$ cat config.mk
export PLATFORM = sky130hd
export DESIGN_NAME = muldiv_seq
export DESIGN_NICKNAME = d
export VERILOG_FILES = /design/src/rtl/muldiv_seq_pkg.sv /design/src/rtl/muldiv_seq_counter.sv /design/src/rtl/muldiv_seq.sv
export SDC_FILE = /design/constraint.sdc
export NUM_CORES = 1
export LEC_CHECK = 0
export CAP_MARGIN = 5
export CORE_MARGIN = 2
export CORE_UTILIZATION = 36
export CTS_BUF_LIST = sky130_fd_sc_hd__clkbuf_8
export CTS_CLUSTER_DIAMETER = 30
export DETAILED_ROUTE_END_ITERATION = 16
export PLACE_DENSITY = 0.72
export SYNTH_ARGS = -nofsm -noshare
export SYNTH_HDL_FRONTEND = slang
export SYNTH_HIERARCHICAL = 1
export SYNTH_SLANG_ARGS = --single-unit
$ cat constraint.sdc
create_clock -name clk -period 6.13 [get_ports clk]
set_clock_uncertainty 0.1 [all_clocks]
set_input_delay 1.226 -clock clk [delete_from_list [all_inputs] [get_ports clk]]
set_output_delay 1.226 -clock clk [all_outputs]
set_load 0.02 [all_outputs]
$ cat src/rtl/muldiv_seq_pkg.sv
// Shared definitions for the mult/div sequencer.
//   md_state_t      : 4-bit FSM state encoding (also visible on fsm_state)
//   MD_DIV/MD_MULT  : values driven on md_select (Hi/Lo source mux)
//   SEL_REG/SEL_MDR : values driven on div_a_sel / div_b_sel
package muldiv_seq_pkg;

   typedef enum logic [3:0] {
      ST_IDLE      = 4'd0,
      ST_M_START   = 4'd1,
      ST_M_RUN     = 4'd2,
      ST_D_LOAD    = 4'd3,
      ST_DM_WAIT_A = 4'd4,
      ST_DM_WAIT_B = 4'd5,
      ST_D_CHECK   = 4'd6,
      ST_D_RUN     = 4'd7,
      ST_WB        = 4'd8,
      ST_EXC       = 4'd9
   } md_state_t;

   localparam logic MD_DIV  = 1'b0;
   localparam logic MD_MULT = 1'b1;

   localparam logic SEL_REG = 1'b0;
   localparam logic SEL_MDR = 1'b1;

endpackage

$ cat src/rtl/muldiv_seq_counter.sv
// md_cycle_counter: iteration counter shared by the mult and div phases.
//   clk, reset : clock, asynchronous active-low reset
//   clear      : synchronously reload the count with zero (wins over enable)
//   enable     : advance the count by one
//   limit      : runtime terminal value (number of run cycles minus one)
//   terminal   : high while the current count equals limit
module md_cycle_counter #(
   parameter int CNT_W = 6
) (
   input  logic             clk,
   input  logic             reset,
   input  logic             clear,
   input  logic             enable,
   input  logic [CNT_W-1:0] limit,
   output logic             terminal
);

   localparam logic [CNT_W-1:0] ONE = CNT_W'(1);

   logic [CNT_W-1:0] count;

   always_ff @(posedge clk or negedge reset) begin
      if (!reset) begin
         count <= '0;
      end else if (clear) begin
         count <= '0;
      end else if (enable) begin
         count <= count + ONE;
      end
   end

   assign terminal = (count == limit);

endmodule

$ cat src/rtl/muldiv_seq.sv
// muldiv_seq: sequencer for the iterative mult/div units and Hi/Lo registers.
//   clk, reset            : clock, asynchronous active-low reset
//   start_mult/div/divm   : single-cycle start pulses from the main control
//   op_valid              : divm only, MDR holds the next operand this cycle
//   div_b_in              : divider B-operand mux output (zero check)
//   mult_ctrl             : mult unit start strobe
//   div_a_write/b_write   : divider operand loads
//   div_a_sel/div_b_sel   : divider operand source (SEL_REG / SEL_MDR)
//   md_select             : Hi/Lo source (MD_MULT / MD_DIV), held for the op
//   hi_write/lo_write     : Hi/Lo write enables
//   busy, done, div_zero  : status; done and div_zero are one-cycle pulses
//   fsm_state             : current FSM state for observation
//
// Handshake: the start pulses are only honoured in IDLE (mult > div > divm)
// and need no acknowledge; busy tells the control unit a request is in
// flight. In the divm wait states op_valid acts as a valid with an implicit
// ready: each cycle op_valid is high consumes one MDR operand.
module muldiv_seq
   import muldiv_seq_pkg::*;
#(
   parameter int MULT_CYCLES = 32,
   parameter int DIV_CYCLES  = 32,
   parameter int CNT_W       = 6
) (
   input  logic        clk,
   input  logic        reset,
   input  logic        start_mult,
   input  logic        start_div,
   input  logic        start_divm,
   input  logic        op_valid,
   input  logic [31:0] div_b_in,
   output logic        mult_ctrl,
   output logic        div_a_write,
   output logic        div_b_write,
   output logic        div_a_sel,
   output logic        div_b_sel,
   output logic        md_select,
   output logic        hi_write,
   output logic        lo_write,
   output logic        busy,
   output logic        done,
   output logic        div_zero,
   output logic [3:0]  fsm_state
);

   // Terminal values are run-length minus one since the counter starts at 0.
   // A divm operand arrives through the MDR path one cycle later than a
   // register operand, so its divide phase runs one extra cycle.
   localparam logic [CNT_W-1:0] MULT_LIMIT = CNT_W'(MULT_CYCLES - 1);
   localparam logic [CNT_W-1:0] DIV_LIMIT  = CNT_W'(DIV_CYCLES - 1);
   localparam logic [CNT_W-1:0] DIVM_LIMIT = CNT_W'(DIV_CYCLES);

   md_state_t        state;
   logic             zero_flag;
   logic             is_divm;
   logic             cnt_clear;
   logic             cnt_enable;
   logic             cnt_term;
   logic [CNT_W-1:0] cnt_limit;

   assign fsm_state = state;

   // Operand loads follow op_valid directly in the divm wait states.
   assign div_a_write = (state == ST_D_LOAD) || ((state == ST_DM_WAIT_A) && op_valid);
   assign div_b_write = (state == ST_D_LOAD) || ((state == ST_DM_WAIT_B) && op_valid);

   assign cnt_clear  = (state == ST_M_START) || (state == ST_D_CHECK);
   assign cnt_enable = (state == ST_M_RUN) || (state == ST_D_RUN);

   always_comb begin
      cnt_limit = DIV_LIMIT;
      if (state == ST_M_RUN) begin
         cnt_limit = MULT_LIMIT;
      end else if (is_divm) begin
         cnt_limit = DIVM_LIMIT;
      end
   end

   md_cycle_counter #(
      .CNT_W (CNT_W)
   ) u_counter (
      .clk      (clk),
      .reset    (reset),
      .clear    (cnt_clear),
      .enable   (cnt_enable),
      .limit    (cnt_limit),
      .terminal (cnt_term)
   );

   // Registered outputs are assigned alongside the transition into the state
   // they belong to, so they are valid for the whole cycle of that state.
   always_ff @(posedge clk or negedge reset) begin
      if (!reset) begin
         state     <= ST_IDLE;
         zero_flag <= 1'b0;
         is_divm   <= 1'b0;
         mult_ctrl <= 1'b0;
         div_a_sel <= SEL_REG;
         div_b_sel <= SEL_REG;
         md_select <= MD_DIV;
         hi_write  <= 1'b0;
         lo_write  <= 1'b0;
         busy      <= 1'b0;
         done      <= 1'b0;
         div_zero  <= 1'b0;
      end else begin
         mult_ctrl <= 1'b0;
         div_a_sel <= SEL_REG;
         div_b_sel <= SEL_REG;
         hi_write  <= 1'b0;
         lo_write  <= 1'b0;
         done      <= 1'b0;
         div_zero  <= 1'b0;
         case (state)
            ST_IDLE: begin
               if (start_mult) begin
                  state     <= ST_M_START;
                  mult_ctrl <= 1'b1;
                  md_select <= MD_MULT;
                  busy      <= 1'b1;
                  is_divm   <= 1'b0;
               end else if (start_div) begin
                  state     <= ST_D_LOAD;
                  md_select <= MD_DIV;
                  busy      <= 1'b1;
                  is_divm   <= 1'b0;
               end else if (start_divm) begin
                  state     <= ST_DM_WAIT_A;
                  div_a_sel <= SEL_MDR;
                  md_select <= MD_DIV;
                  busy      <= 1'b1;
                  is_divm   <= 1'b1;
               end
            end
            ST_M_START: begin
               state <= ST_M_RUN;
            end
            ST_M_RUN, ST_D_RUN: begin
               if (cnt_term) begin
                  state    <= ST_WB;
                  hi_write <= 1'b1;
                  lo_write <= 1'b1;
                  done     <= 1'b1;
               end
            end
            ST_D_LOAD: begin
               zero_flag <= (div_b_in == 32'd0);
               state     <= ST_D_CHECK;
            end
            ST_DM_WAIT_A: begin
               if (op_valid) begin
                  state     <= ST_DM_WAIT_B;
                  div_b_sel <= SEL_MDR;
               end else begin
                  div_a_sel <= SEL_MDR;
               end
            end
            ST_DM_WAIT_B: begin
               if (op_valid) begin
                  zero_flag <= (div_b_in == 32'd0);
                  state     <= ST_D_CHECK;
               end else begin
                  div_b_sel <= SEL_MDR;
               end
            end
            ST_D_CHECK: begin
               if (zero_flag) begin
                  state    <= ST_EXC;
                  div_zero <= 1'b1;
               end else begin
                  state <= ST_D_RUN;
               end
            end
            default: begin
               // WB, EXC and any unused encoding return to IDLE.
               state     <= ST_IDLE;
               busy      <= 1'b0;
               md_select <= MD_DIV;
            end
         endcase
      end
   end

endmodule
==> reports/metrics.cfg <==
[pwr]
ir_drop_uv = 157
p_sw_w = 0.000291
pwr-share-seq_pct = 33.5
power_w = 0.000678
powerDensity_mw_per_mm2 = 394
comb_power_share_pct = 53.5
leakage_nw = 0.698
switching_share_pct = 42.9
p_int_w = 0.000387
clkPwrFrac_pct = 12.9

[grt]
grt_pass1_vias = 1144
grt_start_max_net_pins = 20
grt_antenna_before_repair = 0
grt_overflow = 0
grt_pass1_wl_um = 4850
grt_use_total_pct = 18.3

[sta]
setup_viol = 0
min_period_ns = 4.28
setup_slack_ns = 1.85
slew_violations = 0
rsz0062_at_grt = no
setup_tns_ns = 0
hold_viol_final = 0
tightest_slew_ns = 0.807
fin_crit_sh_pct = 69.8
fmax_ghz = 0.234
relSlewSlack_pct = 46.0

[setup_path]
startpoint_type = primary input
cp.arrival_ns = 2.95
r2r_cells = 9
worstPathMaxFanout = 4
r2r-end = fsm_state[2]
crit_type = primary input to output port
r2r_start = fsm_state[1]
cp.required_ns = 4.80
reg2reg_slack_ns = 3.39
critical_path.startpoint = op_valid
end_kind = output port

[cells_and_area]
layout.nets = 213
diodes = 0
utilization_pct = 56.8
synthToLayoutAreaGrowth_pct = 51.9
drive_above_1_share_pct = 6.36
fin_cells = 217

[synthesis]
ys.flop_type = dfrtp_1
yosysWarnings = 6
ys_ff_latch = 19
async_flop_share_pct = 100
ys_types = 36
avgSynthCellArea_um2 = 9.21
yosysSeqAreaShare_pct = 42.0
synth_cells = 123
synth_commonest_cells = dfrtp_1, nor2_1, nor4_1
synth.largest_area_cell = dfrtp_1
synth.area.top_cells = dfrtp_1, nor2_1, nor4_1, xnor2_1, xor2_1
synth_top_area_share_pct = 42.0
synth.most_common_cell = dfrtp_1
syn-cell-area_mm2 = 0.00113
syn_nets = 162
synth_edf_count = 0

[hold_path]
min-delay-start = busy
hold_end = busy
holdPathStages = 2
hold_class = flop to flop

[floorplanning]
die_h_um = 60.1
initial_utilization_pct = 37.4
die-width_um = 60.1
rows = 20
ios = 53
core_mm2 = 0.00303
dieArea_mm2 = 0.00361

[placement]
port_buffers = 52
pre_cts_slack_ns = 1.86
dpl.hpwl_um = 2350
dp_cells = 213
gp_congestion = 0.817

[drt]
ant_nets = 0
drt_iter0_drc = 14
routed_wirelength_um = 2890
vias = 1109
drtPass1Iterations = 4
wl_per_cell_um = 13.3
vias_per_cell = 5.11
drcViolationCount = 0

[cts]
cts-root-buf = clkbuf_8
path_clk_slew_ns = 0.07
clk_path_buf_depth = 2
cts_tree = built
clock_latency_ns = 0.26
cts_resized = 0
clock-sinks = 19
postCtsSetupRepairBufs = 0
holdBufCountCts = 0
cts_inserted_buffers = 3
cts_max_level = 1

[job]
drv_cap = 0

[outcome]
outcome = complete, no violations

## stage by stage
step | hold WS, ns | area (um^2)
final | 0.407 | 1720
after global routing | 0.446 | 1720
after CTS | 0.418 | 1720
after detailed placement | 0.397 | 1670
after global placement | 0.398 | 1670
after floorplan | 0.390 | 1130
## state kept, by name, summed over array words and instances, names as in the netlist
register	count
div_zero	1
fsm_state	4
zero_flag	1
is_divm	1
u_counter/count	6
done	1
busy	1
mult_ctrl	1
div_a_sel	1
md_select	1
div_b_sel	1
## worst max-delay path by stage
stage,endpoint,slack [ns],cells after the start
2_1_floorplan,div_a_write,2.87,3
3_3_place_gp,div_b_write,1.88,5
3_5_place_dp,div_a_write,1.86,5
4_1_cts,div_b_write,1.84,5
5_1_grt,div_a_write,1.77,5
6_report,div_b_write,1.85,5
## power by group through the flow
stage,sequential (W),combinational (W),clock [W]
5_1_grt,0.000236,0.000402,0.0000965
2_1_floorplan,0.000223,0.000243,0
3_5_place_dp,0.000229,0.000364,0
3_3_place_gp,0.000227,0.000358,0
4_1_cts,0.000227,0.000366,0.0000912
6_report,0.000227,0.000363,0.0000878
## final cells by class
class / count / area, um^2
Clock buffer: 3 / 41.3
Clock inverter: 1 / 5.00
Fill cell: 279 / 1310
Inverter: 6 / 22.5
Multi-Input combinational cell: 92 / 601
Sequential cell: 19 / 475
Tap cell: 44 / 55.1
Timing Repair Buffer: 52 / 520
## critical path, cell delays in order
cell	delay, ns
clkdlybuf4s50_1	0.54
nand2_1	0.08
mux2_2	0.29
nor3_2	0.16
clkdlybuf4s50_1	0.65
## placed cells by master, fill, tap and decap left out, types with 2 or more instances in the layout
| cell | count |
|---|---|
| a21oi_1 | 8 |
| and2_1 | 2 |
| clkbuf_8 | 3 |
| clkdlybuf4s50_1 | 52 |
| dfrtp_1 | 19 |
| inv_1 | 6 |
| mux2_2 | 2 |
| mux2i_1 | 2 |
| nand2_1 | 3 |
| nand2b_1 | 2 |
| nand4_1 | 4 |
| nor2_1 | 16 |
| nor3_1 | 7 |
| nor4_1 | 9 |
| o21ai_0 | 4 |
| or3_1 | 3 |
| or3b_1 | 2 |
| xnor2_1 | 6 |
| xor2_1 | 6 |
## cell families after synthesis
| kind of cell | after synthesis | share of synthesized area (%) |
|---|---|---|
| and+or+nand+nor | 54 | 26.3 |
| AOI/OAI and AO/OA | 21 | 12.6 |
| DFF | 19 | 42.0 |
| xor gates and xnor gates | 12 | 9.28 |
| buffers and inverters | 12 | 4.97 |
| muxes | 4 | 3.76 |
| adders and majority gates | 1 | 1.10 |
## layer usage
| metal | global-route usage (%) | wire (um) |
|---|---|---|
| met3 | 5.63 | 198 |
| met2 | 32.3 | 1500 |
| met4 | 8.89 | 71 |
| met5 | 0 | 0 |
| met1 | 19.5 | 1120 |
(Power assumes the default switching activity.)
